--- config.mk ---
export PLATFORM = sky130hd
export DESIGN_NAME = vga_ctrl_flat
export DESIGN_NICKNAME = d
export VERILOG_FILES = /design/src/rtl/vga_ctrl_if.sv /design/src/rtl/vga_ctrl.sv /design/src/flat_wrapper.sv
export SDC_FILE = /design/constraint.sdc
export NUM_CORES = 1
export LEC_CHECK = 0
export BUFFER_PORTS_ARGS = -buffer_cell sky130_fd_sc_hd__buf_2
export CAP_MARGIN = 30
export CELL_PAD_IN_SITES_DETAIL_PLACEMENT = 1
export CELL_PAD_IN_SITES_GLOBAL_PLACEMENT = 2
export CORE_MARGIN = 1.5
export CORE_UTILIZATION = 26
export DETAILED_ROUTE_END_ITERATION = 16
export HOLD_SLACK_MARGIN = 0.12
export PLACE_DENSITY_LB_ADDON = 0.1
export SYNTH_ARGS = -nofsm -noshare
export SYNTH_HDL_FRONTEND = slang
export SYNTH_SLANG_ARGS = --single-unit
--- constraint.sdc ---
create_clock -name vga_clk -period 2.3 [get_ports vga_clk]
set_input_delay 0.345 -clock vga_clk [delete_from_list [all_inputs] [get_ports vga_clk]]
set_output_delay 0.345 -clock vga_clk [all_outputs]
set_load 0.05 [all_outputs]
--- src/rtl/vga_ctrl_if.sv ---
// Video bus between the VGA timing controller, the image generator and the
// DAC side: pixel requests out, pixel data in, syncs and active video out.
interface vga_ctrl_if;
   logic [23:0] pix_data;
   logic [9:0]  pix_x;
   logic [9:0]  pix_y;
   logic        hsync;
   logic        vsync;
   logic        de;
   logic [23:0] rgb;
   logic        frame_start;

   modport master (
      input  pix_data,
      output pix_x, pix_y, hsync, vsync, de, rgb, frame_start
   );

   modport slave (
      output pix_data,
      input  pix_x, pix_y, hsync, vsync, de, rgb, frame_start
   );
endinterface

--- src/rtl/vga_ctrl.sv ---
// VGA timing generator: free-running h/v counters with all outputs decoded
// straight from the registered counts; pixel requests lead de by one cycle.
module vga_ctrl #(
   parameter int H_SYNC   = 96,
   parameter int H_BACK   = 40,
   parameter int H_LEFT   = 8,
   parameter int H_VALID  = 640,
   parameter int H_RIGHT  = 8,
   parameter int H_FRONT  = 8,
   parameter int V_SYNC   = 2,
   parameter int V_BACK   = 25,
   parameter int V_TOP    = 8,
   parameter int V_VALID  = 480,
   parameter int V_BOTTOM = 8,
   parameter int V_FRONT  = 2
) (
   input  logic       vga_clk,
   input  logic       sys_rst_n,
   vga_ctrl_if.master vga
);

   localparam int H_TOTAL = H_SYNC + H_BACK + H_LEFT + H_VALID
                          + H_RIGHT + H_FRONT;
   localparam int V_TOTAL = V_SYNC + V_BACK + V_TOP + V_VALID
                          + V_BOTTOM + V_FRONT;
   localparam int H_START = H_SYNC + H_BACK + H_LEFT;
   localparam int V_START = V_SYNC + V_BACK + V_TOP;

   localparam logic [9:0] H_LAST   = 10'(H_TOTAL - 1);
   localparam logic [9:0] V_LAST   = 10'(V_TOTAL - 1);
   localparam logic [9:0] HS_END   = 10'(H_SYNC - 1);
   localparam logic [9:0] VS_END   = 10'(V_SYNC - 1);
   localparam logic [9:0] H_ST     = 10'(H_START);
   localparam logic [9:0] H_END    = 10'(H_START + H_VALID);
   localparam logic [9:0] H_RQ     = 10'(H_START - 1);
   localparam logic [9:0] H_RQ_END = 10'(H_START + H_VALID - 1);
   localparam logic [9:0] V_ST     = 10'(V_START);
   localparam logic [9:0] V_END    = 10'(V_START + V_VALID);

   logic [9:0] cnt_h;
   logic [9:0] cnt_v;
   logic       h_act;
   logic       h_req;
   logic       v_act;

   // Line and frame wrap happen in the same cycle, so no line is skipped.
   always_ff @(posedge vga_clk or negedge sys_rst_n) begin
      if (!sys_rst_n) begin
         cnt_h <= '0;
         cnt_v <= '0;
      end else if (cnt_h == H_LAST) begin
         cnt_h <= '0;
         cnt_v <= (cnt_v == V_LAST) ? '0 : cnt_v + 10'd1;
      end else begin
         cnt_h <= cnt_h + 10'd1;
      end
   end

   assign h_act = (cnt_h >= H_ST) && (cnt_h < H_END);
   assign h_req = (cnt_h >= H_RQ) && (cnt_h < H_RQ_END);
   assign v_act = (cnt_v >= V_ST) && (cnt_v < V_END);

   assign vga.hsync       = cnt_h <= HS_END;
   assign vga.vsync       = cnt_v <= VS_END;
   assign vga.de          = h_act && v_act;
   assign vga.frame_start = (cnt_h == '0) && (cnt_v == '0);

   // Requests lead by one cycle to cover the generator's output register.
   assign vga.pix_x = (h_req && v_act) ? cnt_h - H_RQ : 10'h3FF;
   assign vga.pix_y = (h_req && v_act) ? cnt_v - V_ST : 10'h3FF;

   assign vga.rgb = vga.de ? vga.pix_data : 24'h0;

endmodule

--- src/flat_wrapper.sv ---
// flat-port wrapper written by rule: the top's interface ports become plain ports
module vga_ctrl_flat 
#(
   parameter int H_SYNC   = 96,
   parameter int H_BACK   = 40,
   parameter int H_LEFT   = 8,
   parameter int H_VALID  = 640,
   parameter int H_RIGHT  = 8,
   parameter int H_FRONT  = 8,
   parameter int V_SYNC   = 2,
   parameter int V_BACK   = 25,
   parameter int V_TOP    = 8,
   parameter int V_VALID  = 480,
   parameter int V_BOTTOM = 8,
   parameter int V_FRONT  = 2
)
  (vga_clk, sys_rst_n, vga_pix_data, vga_pix_x, vga_pix_y, vga_hsync, vga_vsync, vga_de, vga_rgb, vga_frame_start);
  vga_ctrl_if vga_i ();
  input  logic vga_clk;
  input  logic sys_rst_n;
  input wire logic [$bits(vga_i.pix_data)-1:0] vga_pix_data;
  output wire logic [$bits(vga_i.pix_x)-1:0] vga_pix_x;
  output wire logic [$bits(vga_i.pix_y)-1:0] vga_pix_y;
  output wire logic [$bits(vga_i.hsync)-1:0] vga_hsync;
  output wire logic [$bits(vga_i.vsync)-1:0] vga_vsync;
  output wire logic [$bits(vga_i.de)-1:0] vga_de;
  output wire logic [$bits(vga_i.rgb)-1:0] vga_rgb;
  output wire logic [$bits(vga_i.frame_start)-1:0] vga_frame_start;
  assign vga_i.pix_data = vga_pix_data;
  assign vga_pix_x = vga_i.pix_x;
  assign vga_pix_y = vga_i.pix_y;
  assign vga_hsync = vga_i.hsync;
  assign vga_vsync = vga_i.vsync;
  assign vga_de = vga_i.de;
  assign vga_rgb = vga_i.rgb;
  assign vga_frame_start = vga_i.frame_start;
  vga_ctrl #(.H_SYNC(H_SYNC), .H_BACK(H_BACK), .H_LEFT(H_LEFT), .H_VALID(H_VALID), .H_RIGHT(H_RIGHT), .H_FRONT(H_FRONT), .V_SYNC(V_SYNC), .V_BACK(V_BACK), .V_TOP(V_TOP), .V_VALID(V_VALID), .V_BOTTOM(V_BOTTOM), .V_FRONT(V_FRONT)) u_core (.vga_clk(vga_clk), .sys_rst_n(sys_rst_n), .vga(vga_i));
endmodule
[Yosys cells after proc, flatten, opt, wreduce, memory -nomap -nowiden]
Index checks and enable logic that the tools add are counted.
Cells by class
  add/sub/neg operators: 4
  magnitude comparators: 8
  equality and inequality tests: 2
  multiplexer cells: 5
  reduce and logical (&&, ||, !) cells: 8
Operators by type and width (number)
  10-bit two-way mux: 4
  10-bit less-than comparator (second input constant): 3
  24-bit two-way mux: 1
  10-bit by 1-bit adder with 10-bit output (second input constant): 2
  10-bit == test (second input constant): 2
  10-bit by 8-bit greater-or-equal comparator with 1-bit output (second input constant): 2
  10-bit zero test: 2
  10-bit by 6-bit greater-or-equal comparator with 1-bit output (second input constant): 1
  10-bit by 1-bit <= comparator with 1-bit output (second input constant): 1
  10-bit by 7-bit <= comparator with 1-bit output (second input constant): 1
  10-bit by 6-bit subtractor with 10-bit output (second input constant): 1
  10-bit by 8-bit subtractor with 10-bit output (second input constant): 1
  1-bit logical AND: 6
Storage, ports and cells
  bits in registers: 20
  output and inout bits: 48

[Longest topological paths before layout]
  word-level depth: 4
  mapped depth: 7
  mapped depth without buffers: 6

[Worst setup path before layout]
No wires, ideal clock.
  path kind: register -> output
  start: reg u_core.cnt_h[9]
  end: out vga_hsync
  arrival time: 2985 ps
  slack: -1030 ps
  cell stages (with the launch flop): 3
  path buffers: 1
  path through: dfrtp_1 clkbuf_1 a2111oi_0
On the way
  cells in the longest elaborated chain, start to end: 1
RTL lines
  from (decl): line vga_ctrl.sv:40  | logic [9:0] cnt_h;
  from (signal assigned): line vga_ctrl.sv:55  | cnt_h <= cnt_h + 10'd1;
  10-bit by 7-bit <= comparator with 1-bit output: line vga_ctrl.sv:63  | assign vga.hsync = cnt_h <= HS_END;
  to (decl): line flat_wrapper.sv:24  | output wire logic [$bits(vga_i.hsync)-1:0] vga_hsync;
Every way passes these cells.

[Worst setup path in the final report]
  start: reg u_core.cnt_v[6]
  end: out vga_pix_y[4]
On the way
  cells in the longest elaborated chain, start to end: 4
  elaborated cells between the ends (all ways): 5
  classes of those cells: order compare (2); mux (1); reduce/logical (2)
RTL lines
  from (decl): line vga_ctrl.sv:41  | logic [9:0] cnt_v;
  from (signal assigned): line vga_ctrl.sv:53  | cnt_v <= (cnt_v == V_LAST) ? '0 : cnt_v + 10'd1;
  10-bit by 6-bit greater-or-equal comparator with 1-bit output / 10-bit less-than comparator (equally long branches): line vga_ctrl.sv:61  | assign v_act = (cnt_v >= V_ST) && (cnt_v < V_END);
  1-bit logical AND *: line vga_ctrl.sv:61
  1-bit logical AND *: line vga_ctrl.sv:70  | assign vga.pix_y = (h_req && v_act) ? cnt_v - V_ST : 10'h3FF;
  10-bit two-way mux *: line vga_ctrl.sv:70
  to (decl): line flat_wrapper.sv:23  | output wire logic [$bits(vga_i.pix_y)-1:0] vga_pix_y;
Every way passes the cells marked *; elsewhere a longest branch is shown, timed or not.

==> results.yml <==
place:
  placed_cells: 382
  gp_congestion: 0.770
  place_area_um2: 2480
  numPortBuffers: 73
  dp_hpwl_um: 4450
setup_path:
  r2r-start: "u_core.cnt_v[6]"
  reg2reg_depth: 6
  worst-path-max-fanout: 38
  r2r_end: "u_core.cnt_v[8]"
  r2r_slack_ps: 140
  crit_path_start: "u_core.cnt_v[6]"
  critPathArrivalTime_ps: 2110
  cp-end-kind: "output port"
  critPathCapture: "vga_pix_y[4]"
  start_kind: "flop"
  worstSetupPathType: "reg2out"
  required_ps: 1960
finish:
  diodes: 0
  fin_area_um2: 3030
  areaGrowthSynthToFinish_pct: 73.1
  final_common_cell: "buf_6"
  drive_gt1_frac: 0.546
  final_cell_mix: "buf_6 (43), buf_4 (41), buf_2 (26)"
  final_nets: 350
  fin_cells: 394
clock_network:
  clk_pin_slew_ps: 90
  htree_levels: 1
  numCtsBuffers: 3
  cts_buffer_depth: 2
  clk_latency_ps: 270
  clock-root-buffer: "clkbuf_8"
  cts_tree: "yes"
  cts_num_sinks: 20
route:
  wl_per_cell_um: 15.6
  dr.pass1.iters: 10
  vias: 1976
  via_per_inst: 5.02
  drcViolationCount: 2
  drtAntennaViolNets: 0
  drt-total-wl_um: 6150
  drt_first_iter_violations: 33
grt:
  grt_pass1_wl_um: 9850
  grt_usage: 0.171
  antenna_found_initial: 0
  first_global_vias: 2024
  grt_max_degree: 39
  grt-ovfl-total: 0
synth:
  synth_flop_cell: "dfrtp_1"
  yosys.area.top_type: "dfrtp_1"
  async_flop_share: 1.00
  syn_inst: 218
  synth_fp_nets: 250
  ys_ff_latch: 20
  ys_warn_count: 0
  synth_cell_types: 43
  synth_top_area_share: 0.286
  ys_top_cells_by_area: "dfrtp_1 (29%), and3_1 (10%), nand3_1 (6.9%)"
  syn_area_um2: 1750
  ys_seq_area_frac: 0.286
  avgSynthCellArea_um2: 8.04
  synth_edf_count: 0
floorplanning:
  io_pins: 74
  fp.coreArea_um2: 6420
  dieWidth_um: 85.1
  start_util: 0.273
  dieArea_um2: 7240
  rows: 29
  die_h_um: 85.1
power_and_ir_drop:
  p_leak_nw: 1.44
  p_int_mw: 0.600
  power.density_nw_per_um2: 246
  power_frac_clock: 0.493
  swShare: 0.196
  p_seq_frac: 0.471
  combinationalPowerShare: 0.036
  switching_power_mw: 0.146
  vdd.ir_drop.worst_uv: 189
timing:
  rsz0062_at_grt: "true"
  setup_ws_ps: -153
  fin_crit_sh: 1.07
  fmax_ghz: 0.408
  drv_slew: 0
  hold_violations: 0
  finalSetupViolCount: 45
  fin_worst_skew_ps: 9.82
  period_minus_slack_ps: 2450
  slew_headroom: 0.668
  worst_pin_slew_ps: 498
  fin_tns_setup_ps: -4500
outcome:
  violations: "design-rule violations, negative setup slack"
  status: "finished with violations"
job:
  max-cap-violations: 0
worst_hold_path:
  hold_class: "in2async"
[metal layers]
layer  up-vias  wire length, um  share of wire  track usage
met5         -                0              0            0
met1       931             2890           0.47        0.233
met4         0               73          0.012       0.0492
met2        67             2840           0.46        0.275
li1        974                -              -            -
met3         4              341          0.055       0.0340
[stage by stage]
stage	setup slack [ps]	hold WS (ps)	util	power, mW
final	-153	566	0.472	0.746
after global routing	-239	594	0.472	0.774
after CTS	-140	572	0.457	0.755
after detailed placement	36.1	343	0.386	0.385
after global placement	-216	338	0.384	0.384
after floorplan	-155	49.4	-	0.359
[power groups by stage]
| stage | logic (mW) | registers [mW] | clock network [mW] |
|---|---|---|---|
| CTS | 0.0278 | 0.351 | 0.376 |
| floorplan | 0.000275 | 0.358 | 0 |
| global placement | 0.0261 | 0.358 | 0 |
| detailed placement | 0.0265 | 0.358 | 0 |
| global route | 0.0305 | 0.351 | 0.393 |
| finish | 0.0270 | 0.351 | 0.368 |
[how the worst min path moves through the flow]
stage | startpoint | end | cells after the start
3_5_place_dp | sys_rst_n | u_core.cnt_v[8] | 1
5_1_grt | u_core.cnt_h[0] | u_core.cnt_h[0] | 2
6_report | sys_rst_n | u_core.cnt_v[5] | 2
4_1_cts | u_core.cnt_h[0] | u_core.cnt_h[0] | 2
2_1_floorplan | sys_rst_n | u_core.cnt_h[0] | 0
3_3_place_gp | sys_rst_n | u_core.cnt_v[8] | 1
[critical path: stages, from the launching register on]
cell	delay, ps
dfrtp_1	380
or4_4	550
nor4_2	150
o21a_2	200
buf_12	190
o2111ai_1	150
buf_4	220
[flip-flops by register name (all words and copies together), names as in the netlist]
| register | flops |
|---|---|
| u_core.cnt_h | 10 |
| u_core.cnt_v | 10 |
[cell type report]
class                   count  area (um2)
multi-input cells         166        1260
repair buffers            119        1070
clock buffers               3        41.3
fillers                   746        3390
well taps                  77        96.3
clock inverters             1        30.0
inverters                   8        30.0
flip-flops and latches     20         502
[cell usage after synthesis, types with 2 or more instances]
library cell   n
a21oi_1        5
and2_1         3
and3_1        29
buf_2          7
buf_4          3
buf_6          6
clkbuf_1       7
dfrtp_1       20
ha_1           6
inv_1          8
nand2_1       15
nand3_1       24
nand3b_1       3
nand4_1        5
nor2_1        12
nor3_1         3
nor4_1         4
o2111ai_1      2
o21ai_0       10
o21ai_1        2
o31ai_1        5
or3_1          4
or4_4          2
xnor2_1        7
xor2_1         8
[repair_timing]
item,4_1_cts,5_1_grt
pin swaps,2,4
hold buffers,1,0
setup buffers,5,3
resized for setup,103,16
endpoints found under the hold margin,20,0
endpoints found under the setup margin,46,47
[cells by family (layout without fill, tap and decap cells)]
| logic type | Yosys count | after routing | synth area share |
|---|---|---|---|
| AO/OA/AOI/OAI | 33 | 33 | 0.130 |
| buffers and inverters | 32 | 131 | 0.106 |
| adder cells (fa/ha/maj) | 6 | 6 | 0.0429 |
| multiplexers | 1 | 1 | 0.00571 |
| flip-flops | 20 | 20 | 0.286 |
| AND/OR/NAND/NOR | 111 | 111 | 0.354 |
| XOR/XNOR | 15 | 15 | 0.0750 |
Note: power is estimated with default switching activity, not from simulation.
